===== src/rtl/conv_window_reader.sv =====
// conv_window_reader: read-side window controller for the circular convolution pixel buffer.
// Optional stall_cnt output is enabled by defining CONV_WINDOW_READER_STALL_CNT_EN.
module conv_window_reader #(
  parameter int MEMORY_SIZE   = 24,
  parameter int READ_ADDR_LEN = 8,
  parameter int INPUT_PREC    = 8,
  parameter int STRIDE        = 1
) (
  input  logic                                      clk,
  input  logic                                      rst,
  input  logic                                      start,
  input  logic [15:0]                               frame_len,
  input  logic                                      wr_en,
  output logic                                      wr_ready,
  output logic [READ_ADDR_LEN-1:0][INPUT_PREC-1:0]  read_addr,
  input  logic [READ_ADDR_LEN-1:0][INPUT_PREC-1:0]  read_data,
  output logic                                      win_valid,
  input  logic                                      win_ready,
  output logic [READ_ADDR_LEN-1:0][INPUT_PREC-1:0]  win_data,
  output logic                                      busy,
  output logic                                      done
`ifdef CONV_WINDOW_READER_STALL_CNT_EN
  ,
  output logic [15:0]                               stall_cnt
`endif
);
  localparam int AW = INPUT_PREC + 1;
  localparam logic [1:0] S_IDLE  = 2'd0;
  localparam logic [1:0] S_RUN   = 2'd1;
  localparam logic [1:0] S_FLUSH = 2'd2;

  if (!(STRIDE >= 1 && STRIDE <= READ_ADDR_LEN && READ_ADDR_LEN <= MEMORY_SIZE &&
        MEMORY_SIZE <= 2 ** INPUT_PREC)) begin : g_bad_params
    $error("conv_window_reader: need 1 <= STRIDE <= READ_ADDR_LEN <= MEMORY_SIZE <= 2**INPUT_PREC");
  end

  logic [1:0]                              r_state;
  logic [INPUT_PREC-1:0]                   r_base;
  logic [AW-1:0]                           r_fill;
  logic [15:0]                             r_pos;
  logic [15:0]                             r_len;
  logic                                    r_done;
  logic                                    r_win_valid;
  logic [READ_ADDR_LEN-1:0][INPUT_PREC-1:0] r_win_data;

  logic          w_start_acc;
  logic          w_wr_acc;
  logic          w_out_free;
  logic          w_room;
  logic          w_capture;
  logic          w_finish;
  logic [15:0]   w_rem;
  logic [AW-1:0] w_retire;
  logic [AW-1:0] w_base_sum;
  logic [1:0]    w_state_next;

  always_comb begin
    wr_ready     = r_fill < AW'(MEMORY_SIZE);
    w_start_acc  = r_state == S_IDLE && start && !r_done;
    w_wr_acc     = wr_en && wr_ready;
    w_out_free   = !r_win_valid || win_ready;
    w_room       = 17'(r_pos) + 17'(READ_ADDR_LEN) <= 17'(r_len);
    w_rem        = r_len - r_pos;
    w_capture    = r_state == S_RUN && w_room && r_fill >= AW'(READ_ADDR_LEN) && w_out_free;
    w_finish     = r_state == S_FLUSH && 32'(r_fill) >= 32'(w_rem) && w_out_free;
    // rem never exceeds fill when finishing, so the cast cannot lose bits
    w_retire     = w_capture ? AW'(STRIDE) : w_finish ? AW'(w_rem) : '0;
    w_base_sum   = {1'b0, r_base} + w_retire;
    w_state_next = r_state == S_IDLE ? (w_start_acc ? S_RUN : S_IDLE) :
                   r_state == S_RUN  ? (w_room ? S_RUN : S_FLUSH) :
                   (r_state == S_FLUSH && !w_finish) ? S_FLUSH : S_IDLE;
    win_valid    = r_win_valid;
    win_data     = r_win_data;
    busy         = r_state != S_IDLE;
    done         = r_done;
  end

  for (genvar i = 0; i < READ_ADDR_LEN; i++) begin : g_addr
    logic [AW-1:0] w_a;
    assign w_a = {1'b0, r_base} + AW'(i);
    assign read_addr[i] = w_a >= AW'(MEMORY_SIZE) ? INPUT_PREC'(w_a - AW'(MEMORY_SIZE))
                                                  : w_a[INPUT_PREC-1:0];
  end

  always_ff @(posedge clk or posedge rst) begin
    if (rst) begin
      r_state     <= S_IDLE;
      r_base      <= '0;
      r_fill      <= '0;
      r_pos       <= '0;
      r_len       <= '0;
      r_done      <= 1'b0;
      r_win_valid <= 1'b0;
      r_win_data  <= '0;
    end else begin
      r_state     <= w_state_next;
      r_fill      <= r_fill + AW'(w_wr_acc) - w_retire;
      r_base      <= w_base_sum >= AW'(MEMORY_SIZE) ? INPUT_PREC'(w_base_sum - AW'(MEMORY_SIZE))
                                                    : w_base_sum[INPUT_PREC-1:0];
      r_done      <= w_finish;
      r_win_valid <= w_capture || (r_win_valid && !win_ready);
      if (w_capture) r_win_data <= read_data;
      if (w_start_acc) begin
        r_len <= frame_len;
        r_pos <= '0;
      end else if (w_capture) begin
        r_pos <= r_pos + 16'(STRIDE);
      end
    end
  end

`ifdef CONV_WINDOW_READER_STALL_CNT_EN
  logic [15:0] r_stall_cnt;
  always_ff @(posedge clk or posedge rst) begin
    if (rst) r_stall_cnt <= '0;
    else if (w_start_acc) r_stall_cnt <= '0;
    else if (r_win_valid && !win_ready && r_stall_cnt != 16'hFFFF) r_stall_cnt <= r_stall_cnt + 16'd1;
  end
  assign stall_cnt = r_stall_cnt;
`endif

endmodule

===== config.mk =====
export PLATFORM = sky130hd
export DESIGN_NAME = conv_window_reader
export DESIGN_NICKNAME = d
export VERILOG_FILES = /design/src/rtl/conv_window_reader.sv
export SDC_FILE = /design/constraint.sdc
export NUM_CORES = 1
export LEC_CHECK = 0
export CORE_MARGIN = 1.5
export CORE_UTILIZATION = 53
export DETAILED_ROUTE_END_ITERATION = 12
export DONT_BUFFER_PORTS = 1
export HOLD_SLACK_MARGIN = 0.15
export PLACE_DENSITY = 0.78
export SLEW_MARGIN = 5
export SYNTH_ARGS = -nofsm -noshare
export SYNTH_HDL_FRONTEND = slang
export SYNTH_SLANG_ARGS = --single-unit
export TNS_END_PERCENT = 10

===== constraint.sdc =====
create_clock -name clk -period 17.8 [get_ports clk]
set_input_delay 1.78 -clock clk [delete_from_list [all_inputs] [get_ports clk]]
set_output_delay 1.78 -clock clk [all_outputs]
set_load 0.01 [all_outputs]

---- Word level (Yosys, flattened, before mapping) ----
Index checks and enable logic that the tools add are counted.
storage, ports and cells
  flip-flop bits (word level) ............. 117
  output and inout port bits .............. 132
cells by class
  $add $sub $neg .......................... 22
  order comparisons ....................... 13
  multiplexer cells ....................... 18
  equality and inequality tests ........... 2
  reduce and logical (&&, ||, !) cells .... 19
operator list
  kind                                                 number
  >= comparator 9 x 5 -> 1 bit, second input constant  8
  2-to-1 mux 8 bit                                     9
  subtractor 8 x 5 -> 8 bit, second input constant     9
  adder 8 x 3 -> 9 bit, second input constant          4
  2-to-1 mux 16 bit                                    2
  adder 8 x 2 -> 9 bit, second input constant          2
  2-to-1 mux 9 bit                                     2
  adder 16 x 4 -> 17 bit, second input constant        1
  <= comparator 17 x 16 -> 1 bit                       1
  adder 16 x 1 -> 16 bit, second input constant        1
  >= comparator 9 x 16 -> 1 bit                        1
  subtractor 16 bit                                    1
  logical AND 1 bit                                    10
  adder 8 x 1 -> 9 bit, second input constant          1
  adder 8 x 9 -> 9 bit                                 1
  adder 9 x 1 -> 9 bit                                 1
  >= comparator 9 x 4 -> 1 bit, second input constant  1
  < comparator 9 x 5 -> 1 bit, second input constant   1
  subtractor 9 bit                                     1
  >= comparator 8 x 5 -> 1 bit, second input constant  1
  2-to-1 mux 2 bit                                     4
  zero test 1 bit                                      4
  nonzero test 2 bit                                   2
  == test 2 x 1 -> 1 bit, second input constant        1
  4 further kinds                                      5

---- Longest topological paths before layout ----
  word-level depth ........................ 9
  mapped depth ............................ 33
  depth with buffers taken out ............ 33

---- Worst setup path before layout ----
Ideal clock, no wire load.
  path kind ............................... reg-to-reg
  start ................................... register r_len[0]
  end ..................................... register r_base[4]
  cell stages (with the launch flop) ...... 31
  arrival ................................. 5.522 ns
  setup slack ............................. 12.150 ns
  library setup time ...................... 0.128 ns
  buffers on the path ..................... 0
  clock period less this slack ............ 5.650 ns
  cells stage by stage .................... dfrtp_1 > inv_1 > ha_1 > inv_1 > fa_1 > a21oi_1 > nor2_1 > a311o_1 > a31oi_1 > xnor2_1 > inv_1 > ha_1 > a21oi_1 > o21ai_0 > a21oi_1 > o21ai_0 > nand4_1 > nor3b_2 > inv_2 > o21ai_0 > ha_1 > fa_1 > a21o_1 > a21o_1 > a21o_1 > a21oi_1 > xor2_1 > nand4b_1 > nor3b_1 > mux2i_1 > mux2_1
on the way
  longest elaborated chain between the ends .. 9
  elaborated cells on any way between the ends .. 14
  classes of those cells .................. add/sub (3); order compare (3); mux (3); reduce/logical (5)
RTL lines
  element                                                                           RTL line  RTL
  start: declaration                                                                41        logic [15:0] r_len;
  start signal: assignment                                                          104       r_len <= frame_len;
  subtractor 16 bit *                                                               63        w_rem = r_len - r_pos;
  >= comparator 9 x 16 -> 1 bit *                                                   65        w_finish = r_state == S_FLUSH && 32'(r_fill) >= 32'(w_rem) && w_out_free;
  logical AND 1 bit * (2 in series)                                                 65
  via w_finish                                                                      51        logic w_finish;
  2-to-1 mux 9 bit * (2 in series)                                                  67        w_retire = w_capture ? AW'(STRIDE) : w_finish ? AW'(w_rem) : '0;
  adder 8 x 9 -> 9 bit *                                                            68        w_base_sum = {1'b0, r_base} + w_retire;
  subtractor 8 x 5 -> 8 bit / >= comparator 9 x 5 -> 1 bit (equally long branches)  98        r_base <= w_base_sum >= AW'(MEMORY_SIZE) ? INPUT_PREC'(w_base_sum - AW'(MEMORY_SIZE))
  2-to-1 mux 8 bit *                                                                98
  end signal: assignment                                                            98
  end: declaration                                                                  38        logic [INPUT_PREC-1:0] r_base;
Mark *: on every way through the listed nets, which the timed path passes. The rest lies on a longest branch.
A chain may end at the register's enable or synchronous reset.

---- Final worst setup path ----
  start ................................... register r_pos[4]
  end ..................................... register r_base[4]
on the way
  longest elaborated chain between the ends .. 9
  elaborated cells on any way between the ends .. 15
  classes of those cells .................. add/sub (4); order compare (3); mux (3); reduce/logical (5)
RTL lines
  element                                                                                 RTL line  RTL
  start: declaration                                                                      40        logic [15:0] r_pos;
  start signal: assignment                                                                107       r_pos <= r_pos + 16'(STRIDE);
  subtractor 16 bit / adder 16 x 4 -> 17 bit (equally long branches)                      63, 62
  >= comparator 9 x 16 -> 1 bit / <= comparator 17 x 16 -> 1 bit (equally long branches)  65, 62
  logical AND 1 bit, on equally long branches (2 in series)                               65, 64
  2-to-1 mux 9 bit / logical AND 1 bit (equally long branches)                            67, 64
  2-to-1 mux 9 bit *                                                                      67
  adder 8 x 9 -> 9 bit *                                                                  68
  subtractor 8 x 5 -> 8 bit / >= comparator 9 x 5 -> 1 bit (equally long branches)        98
  2-to-1 mux 8 bit *                                                                      98
Mark *: on every way between the ends. The rest lies on a longest branch, timed or not.

==> impl_metrics.tcl <==
set metrics [dict create \
    outcome "finished clean" \
    slew_headroom 0.326 \
    grt_pass1_wl_mm 30.7 \
    cts_num_sinks 117 \
    post-route-period-util 0.392 \
    wl_per_cell_um 17.3 \
    final_util 0.582 \
    postSynthCellCount 917 \
    synth_compound_area_frac 0.123 \
    nNetsFinal 1072 \
    rsz0062_at_grt "no" \
    clock_latency_ps 420 \
    crit_type "reg2reg" \
    synth_largest_area_cell "dfrtp_1" \
    fin_setup_tns_ps 0 \
    power_mw 2.23 \
    worst_slew_pin_slew_ps 1010 \
    diodes 0 \
    viasPerCell 5.78 \
    area_growth_pct 7.21 \
    cts-htree-levels 4 \
    grt_max_degree 83 \
    hold_path.class "reg2reg" \
    power.leakage_nw 4.12 \
    synth_edf_count 0 \
    critPathMostFrequentCell "ha_1" \
    place_congestion 0.952 \
    drt_iter0_markers 527 \
    grt-ovfl-total 0 \
    track_usage 0.231 \
    cts.path.max_buffers 2 \
    portBuffers 0 \
    cp.buffers_inverters 0 \
    seq_area_frac_synth 0.338 \
    cts-resized-gates 0 \
    wirelength_mm 19.5 \
    yosys_most_used_dff "dfrtp_1" \
    maxCapViolations 0 \
    cp_data_arrival_time_ps 7270 \
    synth_top_family_by_area "simple AND/OR/NAND/NOR gates" \
    core_mm2 0.0159 \
    syn_avg_cell_area_um2 9.44 \
    postCtsSetupBuffers 0 \
    syn-cell-area_mm2 0.00866 \
    synth_area_leaders "dfrtp_1, ha_1, mux2_2, xnor2_1, xor2_1" \
    postCtsHoldBufs 0 \
    worst_setup_path_start_kind "register" \
    antenna_left 0 \
    path_clk_slew_ps 60 \
    drv_slew 0 \
    firstDrtPassIters 5 \
    muxShareOfSynthArea 0.103 \
    synth_cell_types 65 \
    numCtsBuffers 17 \
    synth-seq-cells 117 \
    fillerInstances 1341 \
    worstPathRequired_ps 18100 \
    row_count 46 \
    grt_pass1_vias 6371 \
    die_area_mm2 0.0171 \
    vias 6500 \
    synthAdderAreaFrac 0.135 \
    fmax_ghz 0.143 \
    finClkSkew_ps 9.81 \
    drive_above_1_share 0.140 \
    syn_nets 1093 \
    yosys.area_share.simple 0.147 \
    ir_drop_mv 0.122 \
    synth_top_area_frac 0.338 \
    worstPathMaxFanout 82 \
    powerDensity_mw_per_mm2 241 \
    async_reset_ff_frac 1.00 \
    fp.dieW_um 131 \
    hold_viol 0 \
    cts_tree "yes" \
    period_needed_ps 6980 \
    endpoint_kind "register" \
    die_h_um 131 \
    clk_root_buffer_cell "clkbuf_16" \
    path_cells "nand3_1 > or4_4 > nor3_1 > nand3_1 > xnor2_1 > ha_1 > a211oi_1 > a21oi_1 > o31a_1 > o22ai_1 > nand2_4 > o21ai_0 > ha_1 > fa_1 > a21o_1 > a21o_1 > xor2_1 > ha_1 > nand4b_1 > nor3b_1 > mux2i_1 > mux2_1" \
    antenna_found_initial 0 \
    finalSetupViolCount 0 \
    crit_slowest_cell "nand2_4" \
    ys_warn_count 0 \
    post-route-drc-count 0 \
    hpwl_mm 14.4 \
    initial_core_util 0.543 \
    ios 217 \
    synth_xor_area_frac 0.0981 \
    slowest_delay_ps 790 \
    crit_family "simple AND/OR/NAND/NOR gates" \
]
## flip-flops by register name (all words and copies together), names as in the netlist
name	count
r_base	8
done	1
r_pos	16
r_len	16
r_fill	9
win_data	64
win_valid	1
r_state	2
## routing by layer
metal	GRT usage	wire (µm)	vias to the layer above
li1	-	-	3128
met1	0.293	8480	3097
met2	0.380	9100	247
met3	0.0611	1570	28
met4	0.0814	344	0
met5	0	0	-
## layout by cell type, fill, tap and decap left out, types with 6 or more instances in the layout
cell type	netlist	layout
dfrtp_1	117	117
ha_1	88	88
nand2_1	74	74
mux2_2	72	72
inv_1	65	64
xnor2_1	64	64
nor2_1	62	62
o21ai_0	49	49
a21oi_1	46	46
xor2_1	33	33
nand3_1	24	24
clkbuf_16	0	17
a21o_1	16	16
nor3_1	12	12
nand4_1	12	12
nand2b_1	11	11
nor2b_1	10	10
or2_2	9	9
and2_1	8	8
or4_1	7	7
mux2i_1	7	7
o31ai_1	6	6
inv_6	0	6
## cell families (layout without fill, tap and decap cells)
kind of cell	count (synthesis)	after routing
simple gates	257	257
compound gates	166	166
flops	117	117
buf+inv	108	100
xor+xnor	97	97
fa+ha+maj	92	92
mux	80	80
## area by class of cell
| cell class | instances | area [µm²] | area share |
|---|---|---|---|
| flip-flops and latches | 117 | 2930 | 0.315 |
| well taps | 216 | 270 | 0.0291 |
| multi-input cells | 692 | 5260 | 0.567 |
| clock inverters | 15 | 133 | 0.0143 |
| inverters | 66 | 250 | 0.0270 |
| repair buffers | 2 | 15.0 | 0.00162 |
| clock buffers | 17 | 425 | 0.0458 |
## worst reg2reg max path, cell delays in order (launching register included)
cell      delay [ps]
dfrtp_1          410
nand3_1          200
or4_4            570
nor3_1           260
nand3_1          230
xnor2_1          190
ha_1             330
a211oi_1         300
a21oi_1          110
o31a_1           110
o22ai_1          730
nand2_4          790
o21ai_0          420
ha_1             260
fa_1             240
a21o_1           130
a21o_1           190
xor2_1           240
ha_1             230
nand4b_1         140
nor3b_1           60
mux2i_1          360
mux2_1           360
## cells in the mapped netlist (3+ instances only)
| master | number |
|---|---|
| ha_1 | 88 |
| or4_1 | 7 |
| o211ai_1 | 5 |
| nor3b_1 | 5 |
| a31oi_1 | 5 |
| xor2_1 | 33 |
| o21bai_1 | 3 |
| nor2_1 | 62 |
| o21a_1 | 4 |
| a21oi_1 | 46 |
| clkbuf_1 | 15 |
| mux2i_1 | 7 |
| and3_1 | 5 |
| nand2b_1 | 11 |
| xnor2_1 | 64 |
| nand3b_1 | 3 |
| a211oi_1 | 3 |
| mux2_2 | 72 |
| or3_1 | 4 |
| and2_1 | 8 |
| buf_1 | 4 |
| buf_4 | 18 |
| nor3_1 | 12 |
| nand2_1 | 74 |
| a2111oi_0 | 3 |
| dfrtp_1 | 117 |
| buf_2 | 5 |
| o31ai_1 | 6 |
| o22ai_1 | 4 |
| o21ai_0 | 49 |
| inv_1 | 65 |
| nand3_1 | 24 |
| fa_1 | 3 |
| nand4_1 | 12 |
| or2_2 | 9 |
| nor2b_1 | 10 |
| a21o_1 | 16 |
## path summary, 6_finish.rpt
check	cells after the start	end	slack, ps	start
worst max register to register	22	r_base[4]	10820	r_pos[4]
max in group asynchronous	2	win_data[4]	15200	rst
worst min-delay path	1	r_fill[0]	510	r_fill[0]
worst min register to register	1	r_fill[0]	510	r_fill[0]
worst max-delay path	22	r_base[4]	10820	r_pos[4]
min in group asynchronous	1	win_data[53]	1350	rst
## through the flow
step,setup slack [ps],instance area [µm²],hold WS (ps),instances
detailed placement,10930,8720,504,1093
CTS,10880,9280,518,1125
finish,10820,9280,512,1125
global placement,11220,8720,500,1093
global route,10120,9280,544,1125
floorplan,12150,8660,478,917
## power by group
part / switching (mW) / total [mW] / internal (mW)
logic: 0.784 / 1.35 / 0.565
registers: 0.172 / 0.561 / 0.390
clock network: 0.140 / 0.324 / 0.184
(Power assumes the default switching activity.)
